### src/rtl/alien_bomb_if.sv
// Bus between the alien bomb engine and the game/video logic around it.
interface alien_bomb_if;
  logic       enable;
  logic [9:0] gunPosition;
  logic [9:0] alienBottomY;
  logic [7:0] alienColsAlive;
  logic [9:0] hPos;
  logic [9:0] vPos;
  logic [1:0] bombAlive;
  logic       shipHit;
  logic [2:0] colorBomb;

  modport master (
    output enable, gunPosition, alienBottomY, alienColsAlive, hPos, vPos,
    input  bombAlive, shipHit, colorBomb
  );

  modport slave (
    input  enable, gunPosition, alienBottomY, alienColsAlive, hPos, vPos,
    output bombAlive, shipHit, colorBomb
  );
endinterface

### src/rtl/alien_bomb.sv
// Enemy projectile engine: two bomb slots spawned under living alien columns,
// falling once per frame tick, with ship impact detection and pixel colouring.
module alien_bomb #(
  parameter int unsigned SCREEN_HEIGHT = 480,
  parameter int unsigned SHIP_WIDTH    = 60,
  parameter int unsigned SHIP_HEIGHT   = 30,
  parameter int unsigned V_OFFSET      = 10,
  parameter int unsigned BOMB_W        = 4,
  parameter int unsigned BOMB_H        = 10,
  parameter int unsigned STEP_MOTION   = 2,
  parameter int unsigned FIRE_INTERVAL = 120,
  parameter int unsigned ALIEN_X0      = 64,
  parameter int unsigned ALIEN_SPACING = 64,
  parameter int unsigned BOMB          = 4,
  parameter int unsigned BACKGROUND    = 0
) (
  input  logic         clk,
  input  logic         reset,
  alien_bomb_if.slave  bus
);

  localparam int unsigned SHIP_TOP = SCREEN_HEIGHT - V_OFFSET - SHIP_HEIGHT;
  localparam int unsigned FLOOR_Y  = SCREEN_HEIGHT - V_OFFSET;
  localparam int unsigned CD_W     = (FIRE_INTERVAL < 1) ? 1 : $clog2(FIRE_INTERVAL + 1);
  localparam logic [15:0] LFSR_SEED = 16'hACE1;

  logic [1:0]       r_alive;
  logic [1:0][9:0]  r_x;
  logic [1:0][9:0]  r_y;
  logic [CD_W-1:0]  r_cooldown;
  logic [15:0]      r_lfsr;
  logic             r_ship_hit;

  logic [15:0]      w_lfsr_next;
  logic [15:0]      w_cols2;
  logic [7:0]       w_rot;
  logic [2:0]       w_off;
  logic [2:0]       w_col;
  logic [9:0]       w_spawn_x;
  logic             w_free_any;
  logic             w_free_slot;
  logic             w_spawn;
  logic [1:0][10:0] w_ny;
  logic [1:0][10:0] w_bot;
  logic [1:0]       w_in_x;
  logic [1:0]       w_hit;
  logic [1:0]       w_land;
  logic [1:0]       w_pix;
  logic [10:0]      w_gun_lo;
  logic [10:0]      w_gun_hi;

  assign w_lfsr_next = {r_lfsr[14:0], r_lfsr[15] ^ r_lfsr[13] ^ r_lfsr[12] ^ r_lfsr[10]};

  // Rotate the column mask so bit 0 is the LFSR start column; lowest set bit wins.
  assign w_cols2 = {bus.alienColsAlive, bus.alienColsAlive};
  assign w_rot   = 8'(w_cols2 >> r_lfsr[2:0]);

  always_comb begin
    w_off = 3'd0;
    for (int i = 7; i >= 0; i--) begin
      if (w_rot[i]) w_off = 3'(i);
    end
  end

  assign w_col       = r_lfsr[2:0] + w_off;
  assign w_spawn_x   = 10'(ALIEN_X0 + ALIEN_SPACING * 32'(w_col));
  assign w_free_any  = ~&r_alive;
  assign w_free_slot = r_alive[0];
  assign w_spawn     = bus.enable && (r_cooldown == '0) &&
                       (bus.alienColsAlive != 8'd0) && w_free_any;

  // Ship horizontal window; lower bound in signed arithmetic so a gun near x=0 does not wrap.
  assign w_gun_lo = 11'({1'b0, bus.gunPosition}) - 11'(SHIP_WIDTH / 2);
  assign w_gun_hi = 11'({1'b0, bus.gunPosition}) + 11'(SHIP_WIDTH / 2);

  always_comb begin
    w_ny   = '0;
    w_bot  = '0;
    w_in_x = '0;
    w_hit  = '0;
    w_land = '0;
    for (int s = 0; s < 2; s++) begin
      w_ny[s]   = 11'({1'b0, r_y[s]}) + 11'(STEP_MOTION);
      w_bot[s]  = w_ny[s] + 11'(BOMB_H);
      w_in_x[s] = ($signed({1'b0, r_x[s]}) >= $signed(w_gun_lo)) &&
                  (11'({1'b0, r_x[s]}) <= w_gun_hi);
      w_hit[s]  = r_alive[s] && (w_bot[s] >= 11'(SHIP_TOP)) && w_in_x[s];
      w_land[s] = r_alive[s] && !w_hit[s] && (w_bot[s] >= 11'(FLOOR_Y));
    end
  end

  always_ff @(posedge clk) begin
    if (reset) begin
      r_alive    <= '0;
      r_x        <= '0;
      r_y        <= '0;
      r_cooldown <= CD_W'(FIRE_INTERVAL);
      r_lfsr     <= LFSR_SEED;
      r_ship_hit <= 1'b0;
    end else begin
      r_lfsr     <= w_lfsr_next;
      r_ship_hit <= 1'b0;
      if (bus.enable) begin
        r_ship_hit <= |w_hit;
        for (int s = 0; s < 2; s++) begin
          if (w_hit[s] || w_land[s]) begin
            r_alive[s] <= 1'b0;
            r_x[s]     <= '0;
            r_y[s]     <= '0;
          end else if (r_alive[s]) begin
            r_y[s] <= w_ny[s][9:0];
          end
        end
        // Spawn targets a slot that was free before this tick, so it never collides with motion.
        if (w_spawn) begin
          r_alive[w_free_slot] <= 1'b1;
          r_x[w_free_slot]     <= w_spawn_x;
          r_y[w_free_slot]     <= bus.alienBottomY + 10'd1;
        end
        if (r_cooldown != '0) begin
          r_cooldown <= r_cooldown - CD_W'(1);
        end else if (w_spawn) begin
          r_cooldown <= CD_W'(FIRE_INTERVAL);
        end
      end
    end
  end

  // Pixel path: zero latency from hPos/vPos against registered slot state.
  always_comb begin
    w_pix = '0;
    for (int s = 0; s < 2; s++) begin
      w_pix[s] = r_alive[s] &&
                 (11'({1'b0, bus.hPos}) >= 11'({1'b0, r_x[s]}) - 11'(BOMB_W / 2)) &&
                 (11'({1'b0, bus.hPos}) <  11'({1'b0, r_x[s]}) + 11'(BOMB_W / 2)) &&
                 (11'({1'b0, bus.vPos}) >= 11'({1'b0, r_y[s]})) &&
                 (11'({1'b0, bus.vPos}) <  11'({1'b0, r_y[s]}) + 11'(BOMB_H));
    end
  end

  assign bus.colorBomb = (|w_pix) ? 3'(BOMB) : 3'(BACKGROUND);
  assign bus.bombAlive = r_alive;
  assign bus.shipHit   = r_ship_hit;

endmodule

### src/flat_wrapper.sv
// flat-port wrapper written by rule: the top's interface ports become plain ports
module alien_bomb_flat 
#(
  parameter int unsigned SCREEN_HEIGHT = 480,
  parameter int unsigned SHIP_WIDTH    = 60,
  parameter int unsigned SHIP_HEIGHT   = 30,
  parameter int unsigned V_OFFSET      = 10,
  parameter int unsigned BOMB_W        = 4,
  parameter int unsigned BOMB_H        = 10,
  parameter int unsigned STEP_MOTION   = 2,
  parameter int unsigned FIRE_INTERVAL = 120,
  parameter int unsigned ALIEN_X0      = 64,
  parameter int unsigned ALIEN_SPACING = 64,
  parameter int unsigned BOMB          = 4,
  parameter int unsigned BACKGROUND    = 0
)
  (clk, reset, bus_enable, bus_gunPosition, bus_alienBottomY, bus_alienColsAlive, bus_hPos, bus_vPos, bus_bombAlive, bus_shipHit, bus_colorBomb);
  alien_bomb_if bus_i ();
  input  logic clk;
  input  logic reset;
  input wire logic [$bits(bus_i.enable)-1:0] bus_enable;
  input wire logic [$bits(bus_i.gunPosition)-1:0] bus_gunPosition;
  input wire logic [$bits(bus_i.alienBottomY)-1:0] bus_alienBottomY;
  input wire logic [$bits(bus_i.alienColsAlive)-1:0] bus_alienColsAlive;
  input wire logic [$bits(bus_i.hPos)-1:0] bus_hPos;
  input wire logic [$bits(bus_i.vPos)-1:0] bus_vPos;
  output wire logic [$bits(bus_i.bombAlive)-1:0] bus_bombAlive;
  output wire logic [$bits(bus_i.shipHit)-1:0] bus_shipHit;
  output wire logic [$bits(bus_i.colorBomb)-1:0] bus_colorBomb;
  assign bus_i.enable = bus_enable;
  assign bus_i.gunPosition = bus_gunPosition;
  assign bus_i.alienBottomY = bus_alienBottomY;
  assign bus_i.alienColsAlive = bus_alienColsAlive;
  assign bus_i.hPos = bus_hPos;
  assign bus_i.vPos = bus_vPos;
  assign bus_bombAlive = bus_i.bombAlive;
  assign bus_shipHit = bus_i.shipHit;
  assign bus_colorBomb = bus_i.colorBomb;
  alien_bomb #(.SCREEN_HEIGHT(SCREEN_HEIGHT), .SHIP_WIDTH(SHIP_WIDTH), .SHIP_HEIGHT(SHIP_HEIGHT), .V_OFFSET(V_OFFSET), .BOMB_W(BOMB_W), .BOMB_H(BOMB_H), .STEP_MOTION(STEP_MOTION), .FIRE_INTERVAL(FIRE_INTERVAL), .ALIEN_X0(ALIEN_X0), .ALIEN_SPACING(ALIEN_SPACING), .BOMB(BOMB), .BACKGROUND(BACKGROUND)) u_core (.clk(clk), .reset(reset), .bus(bus_i));
endmodule
### config.mk
export PLATFORM = sky130hd
export DESIGN_NAME = alien_bomb_flat
export DESIGN_NICKNAME = d
export VERILOG_FILES = /design/src/rtl/alien_bomb_if.sv /design/src/rtl/alien_bomb.sv /design/src/flat_wrapper.sv
export SDC_FILE = /design/constraint.sdc
export NUM_CORES = 1
export LEC_CHECK = 0
export CAP_MARGIN = 20
export CORE_MARGIN = 4
export CORE_UTILIZATION = 53
export DETAILED_ROUTE_END_ITERATION = 10
export PLACE_DENSITY_LB_ADDON = 0.12
export SLEW_MARGIN = 15
export SYNTH_ARGS = -nofsm -noshare
export SYNTH_HDL_FRONTEND = slang
export SYNTH_SLANG_ARGS = --single-unit
### constraint.sdc
create_clock -name clk -period 3.2 [get_ports clk]
set_input_delay 0.48 -clock clk [delete_from_list [all_inputs] [get_ports clk]]
set_output_delay 0.48 -clock clk [all_outputs]
set_load 0.01 [all_outputs]
After elaboration in Yosys (flattened, before gate mapping) --
Cells that the tools add are included.
Storage, ports and cells: register bits 66, bits of input ports 51
Cells by class: add/sub/neg operators 16, magnitude comparators 18, shifts and indexed selects 1, multiplexer cells 40, bitwise operators 5, reductions and logical operators 36
Operators by type and width (count):
- $mux 10 | 15
- $add 10x2->11 const B | 4
- $ge 11x9->1 const B | 4
- $lt 10x11->1 | 4
- $bwmux 20 | 2
- $mux 20 | 2
- $mux 3 | 9
- $add 10x4->11 const B | 2
- $add 11x4->11 const B | 2
- $ge 10x11->1 | 2
- $ge 11x11->1 | 2
- $le 10x11->1 | 2
- $logic_and 1x1->1 | 22
- $sub 10x2->11 const B | 2
- $ge 10x10->1 | 2
- $shr 16x3->8 | 1
- $mux 7 | 2
- $add 10x5->11 const B | 1
- $sub 10x5->11 const B | 1
- $add 10x1->10 const B | 1
- $add 7x9->10 const A | 1
- $demux 10 s1 | 1
- $reduce_bool 8->1 | 1
- $logic_not 7->1 | 1
- other kinds (16) | 30

Logic depth before layout (Yosys ltp) --
Gate-level depths: netlist of run 1.
word-level depth 14, mapped depth 17, depth with buffers taken out 16

Least setup slack after synthesis of run 1 --
Ideal clock, no wire load.
path kind flip-flop to flip-flop, start reg u_core.r_lfsr[0], end reg u_core.r_x[17] (netlist bit), library setup time 0.117 ns, arrival 3.286 ns, data required time 3.083 ns, setup slack -0.203 ns, cell stages (with the launch flop) 15, period minus slack after synthesis 3.403 ns, cell sequence dfxtp_1 buf_1 mux2_2 o21ai_0 nor2_1 o21ba_2 o221ai_1 nand2_1 a21oi_1 ha_1 inv_1 fa_1 inv_1 ha_1 a32o_1
On the way: word-level cells in the longest chain between the ends 13
Ends and longest elaborated chain:
- start, declared | line alien_bomb.sv:31 | logic [15:0] r_lfsr;
- start signal, assigned | line alien_bomb.sv:101 | r_lfsr <= w_lfsr_next;
- $shr 16x3->8 | line alien_bomb.sv:56 | assign w_rot = 8'(w_cols2 >> r_lfsr[2:0]);
- $mux 3 (8 in a row) | line alien_bomb.sv:61 | if (w_rot[i]) w_off = 3'(i);
- $add 3x3->3 * | line alien_bomb.sv:65 | assign w_col = r_lfsr[2:0] + w_off;
- $add 7x9->10 * | line alien_bomb.sv:66 | assign w_spawn_x = 10'(ALIEN_X0 + ALIEN_SPACING * 32'(w_col));
- $bwmux 20 * | line alien_bomb.sv:117 | r_x[w_free_slot] <= w_spawn_x;
- $mux 20 * | line alien_bomb.sv:115 | if (w_spawn) begin
- end signal, assigned by index | line alien_bomb.sv:117
- end, declared | line alien_bomb.sv:28 | logic [1:0][9:0] r_x;
Mark *: on every way between the ends. The rest lies on a longest branch, timed or not. A chain may end at the register's enable or synchronous reset.

Worst setup path in the final report of run 1 --
start reg u_core.r_x[11] (netlist bit), end out bus_colorBomb[2]
On the way: word-level cells in the longest chain between the ends 8, elaborated cells on any way between the ends 10, classes of those cells add/sub: 2; order compare: 2; mux: 1; reduce/logical: 5
Ends and longest elaborated chain:
- $sub 10x2->11 | line alien_bomb.sv:134 | (11'({1'b0, bus.hPos}) >= 11'({1'b0, r_x[s]}) - 11'(BOMB_W / 2)) &&
- $ge 10x11->1 | line alien_bomb.sv:134
- $logic_and 1x1->1 | line alien_bomb.sv:133 | w_pix[s] = r_alive[s] &&
- $logic_and 1x1->1 * | line alien_bomb.sv:134
- $logic_and 1x1->1 * | line alien_bomb.sv:135 | (11'({1'b0, bus.hPos}) < 11'({1'b0, r_x[s]}) + 11'(BOMB_W / 2)) &&
- $logic_and 1x1->1 * | line alien_bomb.sv:136 | (11'({1'b0, bus.vPos}) >= 11'({1'b0, r_y[s]})) &&
- $reduce_or 2->1 * | line alien_bomb.sv:141 | assign bus.colorBomb = (|w_pix) ? 3'(BOMB) : 3'(BACKGROUND);
- $mux 3 * | line alien_bomb.sv:141
- end, declared | line flat_wrapper.sv:29 | output wire logic [$bits(bus_i.colorBomb)-1:0] bus_colorBomb;
Marked as above.

==> results of run 1 <==
-- cells by family (layout without fill, tap and decap cells) --
kind of cell	after synthesis	count (layout)	share of synthesized area (%)
mux	22	22	2.94
compound gates	238	238	21.3
buf+inv	93	324	5.06
flops	66	66	17.2
fa+ha+maj	132	132	21.6
other cells	1	2	0.0489
simple gates	312	312	20.9
xor+xnor	90	90	10.9
-- metal layers --
layer | vias to the layer above | GRT usage [%] | part of all wire [%]
met5 | - | 0 | 0
met4 | 0 | 7.68 | 2.4
met3 | 57 | 3.67 | 6.2
met2 | 287 | 47.6 | 48
met1 | 3763 | 37.9 | 44
li1 | 3929 | - | -
-- area by class of cell --
cell class / instances / area, um2
clock buffers: 10 / 239
clock inverters: 6 / 80.1
fillers: 1036 / 3250
inverters: 47 / 179
multi-input cells: 796 / 6600
flip-flops and latches: 66 / 1330
well taps: 180 / 225
repair buffers: 261 / 2150
-- power by group --
part	internal (mW)	total (mW)	switching (mW)
clock network	0.697	1.08	0.384
logic	0.455	0.887	0.432
registers	0.845	0.866	0.0208
total	2.00	2.83	0.837
-- metrics by stage --
stage	cells	utilization (%)	setup TNS, ns	instance area, um2
after floorplan	955	-	-0.00477	7690
after global placement	1329	68.7	-27.06	9640
after detailed placement	1329	68.7	-31.80	9640
after CTS	1360	73.3	-0.123	10300
after global routing	1366	76.9	-4.67	10800
final	1366	76.9	-0.648	10800
-- registers in the layout, indices dropped and copies added (netlist names) --
name and cells:
u_core.r_cooldown 7, u_core.r_y 20, u_core.bus.bombAlive 2, u_core.r_lfsr 16, u_core.r_x 20, u_core.bus.shipHit 1
-- placed cells by master (no fill, tap or decap), drive strengths merged, types with 18 or more instances in the layout --
cell	netlist	final
a21oi	55	55
o21ai	54	54
nand2	71	71
a21o	23	23
clkdlybuf4s50	0	34
ha	131	131
nand3	37	37
xnor2	65	65
inv	47	47
nor3	27	27
nor2b	18	18
buf	19	211
xor2	25	25
mux2i	18	18
dfxtp	66	66
nor2	58	58
-- worst max-delay path: cells and delay by family (launching register included) --
kind / cells / cell delay, ns
buffers and inverters: 2 / 0.18
XOR/XNOR: 1 / 0.10
adder cells (fa/ha/maj): 2 / 0.49
AO/OA/AOI/OAI: 6 / 1.02
AND/OR/NAND/NOR: 3 / 0.49
flip-flops: 1 / 0.31
-- what timing repair did --
action	CTS	global route
pin swaps	45	46
buffers inserted	14	7
cloned	1	0
gates resized for setup	90	97
endpoints found under the setup margin	44	42
-- path summary, 6_finish.rpt --
kind              cells past startpoint  slack [ns]                end
setup / recovery                     14       -0.24   bus_colorBomb[2]
hold / removal                        1        0.42  u_core.r_lfsr[10]
setup reg to reg                     15        0.03      u_core.r_x[8]
hold reg to reg                       1        0.42  u_core.r_lfsr[10]
==> flow_metrics.tcl, run 1 <==
set metrics [dict create \
    antenna-diode-count 0 \
    initial_core_util_pct 54.6 \
    crit-reg2reg-launch "u_core.r_lfsr[0]" \
    path_class "flip-flop to primary output" \
    total_power_mw 2.83 \
    holdWs_ns 0.416 \
    dr_total_vias 8036 \
    slew_violations 0 \
    synth_edf_count 0 \
    yosysTopAreaCell "ha_1" \
    antenna_found_initial 0 \
    clock_latency_ns 0.35 \
    via_per_inst 5.88 \
    worst_slew_pin_slew_ns 0.547 \
    dp_slack_ns -0.863 \
    yosys_register_bits 66 \
    finalNetCount 1364 \
    hold_viol 0 \
    crit_path_start_kind "flip-flop" \
    wl_per_cell_um 17.4 \
    hold_buffers 0 \
    first_global_vias 7826 \
    drtPass1Iterations 5 \
    fin_crit_sh_pct 107 \
    core_area_um2 14000 \
    cts-buffers-inserted 9 \
    setup_ws_ns -0.237 \
    worst_ep_arrival_time_ns 2.96 \
    area_delta_synth_final_pct 40.8 \
    clk_pin_slew_ns 0.05 \
    cts_tree "done" \
    critPathMaxFanout 2 \
    postSynthCellCount 954 \
    setup_viol 12 \
    synth_top_area_share_pct 21.4 \
    io_buffers 54 \
    die_area_um2 16400 \
    drv_cap 0 \
    violations "negative setup slack" \
    grt_max_degree 26 \
    synth.distinct_cells 82 \
    startpoint "u_core.r_x[11]" \
    track_usage_pct 28.3 \
    final_antenna_net_count 0 \
    rows 43 \
    fmax_mhz 291 \
    synth_area_per_cell_um2 8.03 \
    cts_buffer_depth 2 \
    status "finished, violations left" \
    vdd_drop_max_uv 372 \
    synth_seq_area_share_pct 17.2 \
    ys_warn_count 0 \
    hpwl_mm 17.6 \
    layout_min_cycle_time_ns 3.44 \
    drcViolationCount 0 \
    cp_slowest_cell "dfxtp_1" \
    path_cells "inv_1 > ha_2 > nand2_1 > or2_4 > nor4_4 > xnor2_1 > ha_1 > o21a_1 > o21ai_0 > a211oi_1 > o21ai_1 > a211oi_2 > a32o_2 > buf_6" \
    slowest_delay_ns 0.31 \
    power_leakage_nw 4.70 \
    die_h_um 128 \
    synth_area_um2 7660 \
    grt_pass1_wl_mm 37.9 \
    synthTopCellsByCount "ha_1, nand2_1, dfxtp_1, xnor2_1, nor2_1" \
    required_ns 2.72 \
    skew_ns 0.0112 \
    drive_above_1_share_pct 30.4 \
    synth.most_common_cell "ha_1" \
    gp_congestion 0.969 \
    dieWidth_um 128 \
    grt_setup_unrepaired "yes" \
    cts_max_level 3 \
    gr-total-overflow 0 \
    async_reset_ff_share_pct 0 \
    drt-initial-drc-count 692 \
    power.density_nw_per_um2 263 \
    pin_count 57 \
    routed_wl_mm 23.8 \
    synthFlopType "dfxtp_1" \
    cts.sink_count 66 \
    min_from "u_core.r_lfsr[9]" \
    cts-root-buf "clkbuf_16" \
    cp-end-kind "primary output" \
    synth.area.top_cells "ha_1, dfxtp_1, xnor2_1" \
    holdCritPathClass "flip-flop to flip-flop" \
    slew_headroom_pct 62.6 \
]
No activity file was read; power rests on OpenSTA's default activity.
==> run 2: changes to the inputs <==
--- a/config.mk
+++ b/config.mk
@@ -6,10 +6,13 @@
 export NUM_CORES = 1
 export LEC_CHECK = 0
 export CAP_MARGIN = 20
+export CELL_PAD_IN_SITES_DETAIL_PLACEMENT = 0
+export CELL_PAD_IN_SITES_GLOBAL_PLACEMENT = 1
 export CORE_MARGIN = 4
-export CORE_UTILIZATION = 53
+export CORE_UTILIZATION = 41
 export DETAILED_ROUTE_END_ITERATION = 10
 export PLACE_DENSITY_LB_ADDON = 0.12
+export SETUP_SLACK_MARGIN = 0.5
 export SLEW_MARGIN = 15
 export SYNTH_ARGS = -nofsm -noshare
 export SYNTH_HDL_FRONTEND = slang
==> flow_metrics.tcl, run 2 (synthesized netlist as in run 1, its figures left out) <==
set metrics [dict create \
    skew_ns 0.00879 \
    vdd_drop_max_uv 314 \
    crit_path_start_kind "flip-flop" \
    grt_max_degree 17 \
    hpwl_mm 19.1 \
    final_cell_mix "buf_4, ha_1, nand2_1, dfxtp_1, xnor2_1" \
    dpl_cell_area_um2 9860 \
    dp_slack_ns -0.775 \
    path_class "flip-flop to primary output" \
    cts_tree "done" \
    final_antenna_net_count 0 \
    cp-end-kind "primary output" \
    holdCritPathClass "flip-flop to flip-flop" \
    required_ns 2.72 \
    reg.largest.list "u_core.r_x x20, u_core.r_y x20, u_core.r_lfsr x16" \
    critPathMaxFanout 2 \
    drive_above_1_share_pct 33.4 \
    layout_min_cycle_time_ns 3.34 \
    initial_core_util_pct 42.2 \
    wl_per_cell_um 17.2 \
    setup_viol 2 \
    status "finished, violations left" \
    holdWs_ns 0.411 \
    gp_congestion 0.875 \
    clk_pin_slew_ns 0.05 \
    post-route-util_pct 61.6 \
    fin_area_um2 11200 \
    cts.sink_count 66 \
    finalNetCount 1365 \
    dr_total_vias 7729 \
    via_per_inst 5.46 \
    hold_viol 0 \
    hold_buffers 0 \
    die_h_um 145 \
    worst_ep_arrival_time_ns 2.86 \
    die_area_um2 20900 \
    antenna_found_initial 0 \
    slew_headroom_pct 64.1 \
    slew_violations 0 \
    grt_pass1_wl_mm 39.2 \
    grt_setup_unrepaired "yes" \
    fin_crit_sh_pct 104 \
    cts-root-buf "clkbuf_16" \
    power_leakage_nw 4.76 \
    cts-buffers-inserted 9 \
    area_delta_synth_final_pct 45.8 \
    routed_wl_mm 24.3 \
    setup_ws_ns -0.136 \
    mostFrequentLayoutCell "buf_4" \
    antenna-diode-count 0 \
    min_from "u_core.r_lfsr[14]" \
    pin_count 57 \
    worst_slew_pin_slew_ns 0.533 \
    drcViolationCount 0 \
    rows 49 \
    dieWidth_um 145 \
    crit-reg2reg-launch "u_core.r_y[3]" \
    total_power_mw 2.87 \
    clock_latency_ns 0.35 \
    cts_buffer_depth 2 \
    track_usage_pct 23.7 \
    gr-total-overflow 0 \
    fmax_mhz 300 \
    power.density_nw_per_um2 257 \
    violations "negative setup slack" \
    first_global_vias 7684 \
    drtPass1Iterations 5 \
    drt-initial-drc-count 430 \
    startpoint "u_core.r_x[2]" \
    core_area_um2 18100 \
    io_buffers 54 \
    drv_cap 0 \
    cts_max_level 3 \
]
run 2: cell count changes in the layout (fill, tap and decap cells not counted), moves of 5 or more:
cell and change:
a21oi_1 -6, a21oi_2 +5, o21ai_0 -6, buf_6 +5, dfxtp_1 -5, dlygate4sd2_1 +5
run 2: layer usage:
layer	share of wire, %	global-route usage, %
met3	4.8	3.09
met5	0	0
met4	1.4	6.09
met2	47	39.2
met1	47	32.9
run 2: repair_timing:
action / CTS / global route
cloned: 2 / 0
resized for setup: 156 / 40
setup buffers: 21 / 3
pin swaps: 92 / 37
setup endpoints to repair: 44 / 44
run 2: final timing paths:
path / end / slack, ns / depth (start not counted)
setup / recovery: bus_colorBomb[2] / -0.14 / 15
hold / removal: u_core.r_lfsr[15] / 0.41 / 1
setup reg to reg: u_core.r_y[8] / 0.08 / 12
hold reg to reg: u_core.r_lfsr[15] / 0.41 / 1
run 2: final cells by class:
| cell class | instances | area, um2 |
|---|---|---|
| Timing Repair Buffer | 262 | 2170 |
| Inverter | 47 | 196 |
| Tap cell | 229 | 287 |
| Fill cell | 1632 | 6970 |
| Sequential cell | 66 | 1340 |
| Clock buffer | 12 | 278 |
| Multi-Input combinational cell | 796 | 6850 |
| Clock inverter | 4 | 55.1 |
run 2: power by group:
group	internal, mW	leakage [nW]	switching, mW
Clock	0.697	0.161	0.402
Sequential	0.843	0.541	0.0209
Combinational	0.463	4.05	0.446
Total	2.00	4.76	0.869
run 2: through the flow:
stage	cells	setup TNS (ns)
after floorplan	955	0
after global placement	1374	-24.15
after detailed placement	1374	-27.55
after CTS	1413	-0.224
after global routing	1416	-2.94
final	1416	-0.159
run 2: critical path: stages (launching register included):
cell      delay, ns
dfxtp_1        0.31
inv_1          0.07
ha_2           0.19
nand2_2        0.06
or2_4          0.25
nor4_4         0.16
xnor2_1        0.18
ha_1           0.29
a211oi_2       0.23
nand2_1        0.09
o211ai_1       0.11
nor2_1         0.06
o21ai_1        0.09
a311oi_2       0.07
a32o_2         0.25
buf_6          0.12
==> RTL change 1, RTL diff (config.mk and constraints of run 1) <==
Make the reset (`reset`) asynchronous in one clocked block.
--- a/src/rtl/alien_bomb.sv
+++ b/src/rtl/alien_bomb.sv
@@ -89,7 +89,7 @@
     end
   end
 
-  always_ff @(posedge clk) begin
+  always_ff @(posedge clk or posedge reset) begin
     if (reset) begin
       r_alive    <= '0;
       r_x        <= '0;
Behaviour: no difference found for any inputs over 10 cycles, from zero or initial values and one cycle with reset high; that may be too few to reach the edited logic, so the function may still have changed.
==> RTL change 1 against run 1 <==
  * The run still ends with setup timing left
  * Setup slack got worse by 0.047 ns
  * Sequential cell count did not move
  * Cell count fell by 3.9%
  * Sequential share of layout area rose by 3.4 points
  * Cell area fell by 1.7%
  * Routed wire length fell by 0.90%
  * Synthesized area rose by 0.85%
  * Die area rose by 0.80%
Power is not compared: it rests on default switching activity, and its combinational part moved more than twofold at a synthesized area within 25%.
==> RTL change 1: results (changes against run 1) <==
status finished, violations left (unchanged); failing checks setup timing (unchanged); Arrival @ worst endpoint 3.00 ns (was 2.96 ns); Synth Flop Type dfrtp_1 (was dfxtp_1); Final setup viols 19 (was 12); final worst slack -0.284 ns (was -0.237 ns); DP HPWL 18.0 mm (was 17.6 mm); Hold EP u_core.r_lfsr[10] (unchanged); final WL 23.6 mm (was 23.8 mm); Fin Setup TNS -1.44 ns (was -0.648 ns); Synth top cells by count 126 x ha_1, 78 x nor2_1, 62 x a21oi_1, 62 x nand2_1, 59 x xnor2_1 (was 131 x ha_1, 71 x nand2_1, 66 x dfxtp_1); Non-CTS inverters 49 (was 47); reg2reg path depth 17 (was 15); pre-CTS setup slack -0.950 ns (was -0.863 ns); post-synthesis adder-cell area fraction 20.7% (was 21.6%); slowest CP cell or4_1 (was dfxtp_1); RD Place Congestion 0.961 (was 0.969); clk_lat worst skew 0.33 ns (was 0.35 ns); fraction of area in registers 15.7% (was 12.3%); Worst Hold Launch u_core.r_lfsr[9] (unchanged); post-synthesis compound-gate area fraction 20.4% (was 21.3%); Fill cells 1,018 (was 1,036); Mapped Avg Cell Area 8.39 sq um (was 8.03 sq um); crit-path max cell delay 0.48 ns (was 0.31 ns); post-CTS setup buffers 5 (was 14); R2R Path End u_core.r_x[18] (was u_core.r_x[8]); Post-synth ARST share 100% (was 0%); xor and xnor area share after synthesis 9.61% (was 10.9%); via count 7,855 (was 8,036)
RTL change 1: cell count changes after synthesis, sizes merged, moves of 10 or more:
cell / delta
mux2i: -10
nor2: +20
o21ai: -10
dfstp: +12
dfxtp: -66
dfrtp: +54
RTL change 1: worst max-delay path by stage:
stage / from / end / slack, ns / cells past startpoint
6_report: u_core.r_x[11] / bus_colorBomb[2] / -0.28 / 12
5_1_grt: u_core.r_lfsr[0] / u_core.r_x[18] / -0.43 / 17
3_3_place_gp: bus_hPos[1] / bus_colorBomb[2] / -0.86 / 12
2_1_floorplan: bus_gunPosition[3] / u_core.r_y[16] / -0.16 / 13
4_1_cts: u_core.r_x[11] / bus_colorBomb[2] / -0.34 / 13
3_5_place_dp: bus_gunPosition[1] / u_core.r_x[15] / -0.95 / 16
RTL change 1: routing by layer:
metal	global-route usage, %	vias up	share of wire [%]
met5	0	-	0
met4	5.74	0	2.0
met3	3.24	47	5.0
met2	47.5	242	49
met1	36.9	3778	44
li1	-	3788	-
==> RTL change 2, RTL diff (config.mk and constraints of run 1) <==
Made on the original files. `SHIP_WIDTH` is set to 60 in 2 places; all go to 30.
--- a/src/rtl/alien_bomb.sv
+++ b/src/rtl/alien_bomb.sv
@@ -2,7 +2,7 @@
 // falling once per frame tick, with ship impact detection and pixel colouring.
 module alien_bomb #(
   parameter int unsigned SCREEN_HEIGHT = 480,
-  parameter int unsigned SHIP_WIDTH    = 60,
+  parameter int unsigned SHIP_WIDTH    = 30,
   parameter int unsigned SHIP_HEIGHT   = 30,
   parameter int unsigned V_OFFSET      = 10,
   parameter int unsigned BOMB_W        = 4,
--- a/src/flat_wrapper.sv
+++ b/src/flat_wrapper.sv
@@ -2,7 +2,7 @@
 module alien_bomb_flat 
 #(
   parameter int unsigned SCREEN_HEIGHT = 480,
-  parameter int unsigned SHIP_WIDTH    = 60,
+  parameter int unsigned SHIP_WIDTH    = 30,
   parameter int unsigned SHIP_HEIGHT   = 30,
   parameter int unsigned V_OFFSET      = 10,
   parameter int unsigned BOMB_W        = 4,
Behaviour: same outputs for any inputs over 10 cycles, from zero or initial values and one cycle with reset high; that may be too few to reach the edited logic, so the function may still have changed.
==> RTL change 2 against run 1 <==
  * Synthesized area fell by 0.33%
  * Utilization rose by 2.0 points
  * Routed wire length grew 3.0%
  * The flow still finishes with violations (setup timing)
  * Setup slack lost 0.0052 ns
  * Clock power fell by 11%
  * Critical endpoint is now u_core.r_x[8]
  * Sequential cell count stayed put
  * Cell area rose by 2.2%
  * Power down 0.57%
==> RTL change 2: results (changes against run 1) <==
failing checks setup timing (unchanged); RD Place Congestion 0.891 (was 0.969); mux share of post-synthesis cell area 2.85% (was 2.94%); Pleak 4.66 nW (was 4.70 nW); final worst slack -0.242 ns (was -0.237 ns); Met1 Wirelength 10.3 mm (was 10.4 mm); metal2 WL 12.3 mm (was 11.4 mm); grt met1 use 34.5% (was 37.9%); crit-path max cell delay 0.54 ns (was 0.31 ns); worst slew pin tran 1.03 ns (was 0.547 ns); Cell Area, Placed 0.00954 sq mm (was 0.00964 sq mm); crit end category flip-flop (was primary output); Worst Setup SP u_core.r_lfsr[0] (was u_core.r_x[11]); Synth top cells by count 131 x ha_1, 69 x nand2_1, 66 x dfxtp_1 (was 131 x ha_1, 71 x nand2_1, 66 x dfxtp_1); Hold EP u_core.r_lfsr[5] (was u_core.r_lfsr[10]); pre-CTS setup slack -0.873 ns (was -0.863 ns); reg2reg path depth 17 (was 15); post-synthesis sequential area ratio 17.3% (was 17.2%); met3 Track Usage GR 4.21% (was 3.67%); worst-path maximum fanout 7 (was 2); placed cells 1,292 (was 1,329); Fin Setup TNS -2.66 ns (was -0.648 ns); Post-Layout Cell Count 1,356 (was 1,366); Final setup viols 29 (was 12); status finished, violations left (unchanged); met2 usage 48.4% (was 47.6%); Clock Skew 0.00529 ns (was 0.0112 ns); largest net degree at the start of global routing 48 (was 26); synth top area cells ha_1 21%, dfxtp_1 17%, xnor2_1 7.0%, a21oi_1 3.4%, nand2_1 3.4% (was ha_1 21%, dfxtp_1 17%, xnor2_1 6.9%, a21oi_1 3.5%, nand2_1 3.5%); post-synthesis adder-cell area fraction 22.0% (was 21.6%); first-pass GRT wire length 36.9 mm (was 37.9 mm)
RTL change 2: changes by cell type in the layout (fill, tap and decap cells not counted), sizes merged, moves of 8 or more:
cell,change
buf,+8
mux2i,-12
nand3,-13
o21ai,-13
o221ai,-9
RTL change 2: power by group:
part / internal [W] / leakage [nW] / total (W) / switching, W
Sequential: 0.000842 / 0.544 / 0.000865 / 0.0000228
Combinational: 0.000523 / 3.99 / 0.000989 / 0.000466
Clock: 0.000530 / 0.128 / 0.000964 / 0.000434
Total: 0.00189 / 4.66 / 0.00282 / 0.000923
RTL change 2: layout make-up:
type                            instances  area, sq um  area share (%)
Multi-Input combinational cell        777         6780            61.5
Timing Repair Buffer                  267         2180            19.8
Sequential cell                        66         1350            12.2
Clock buffer                            9          225            2.04
Tap cell                              180          225            2.04
Inverter                               50          211            1.92
Clock inverter                          7         53.8           0.488
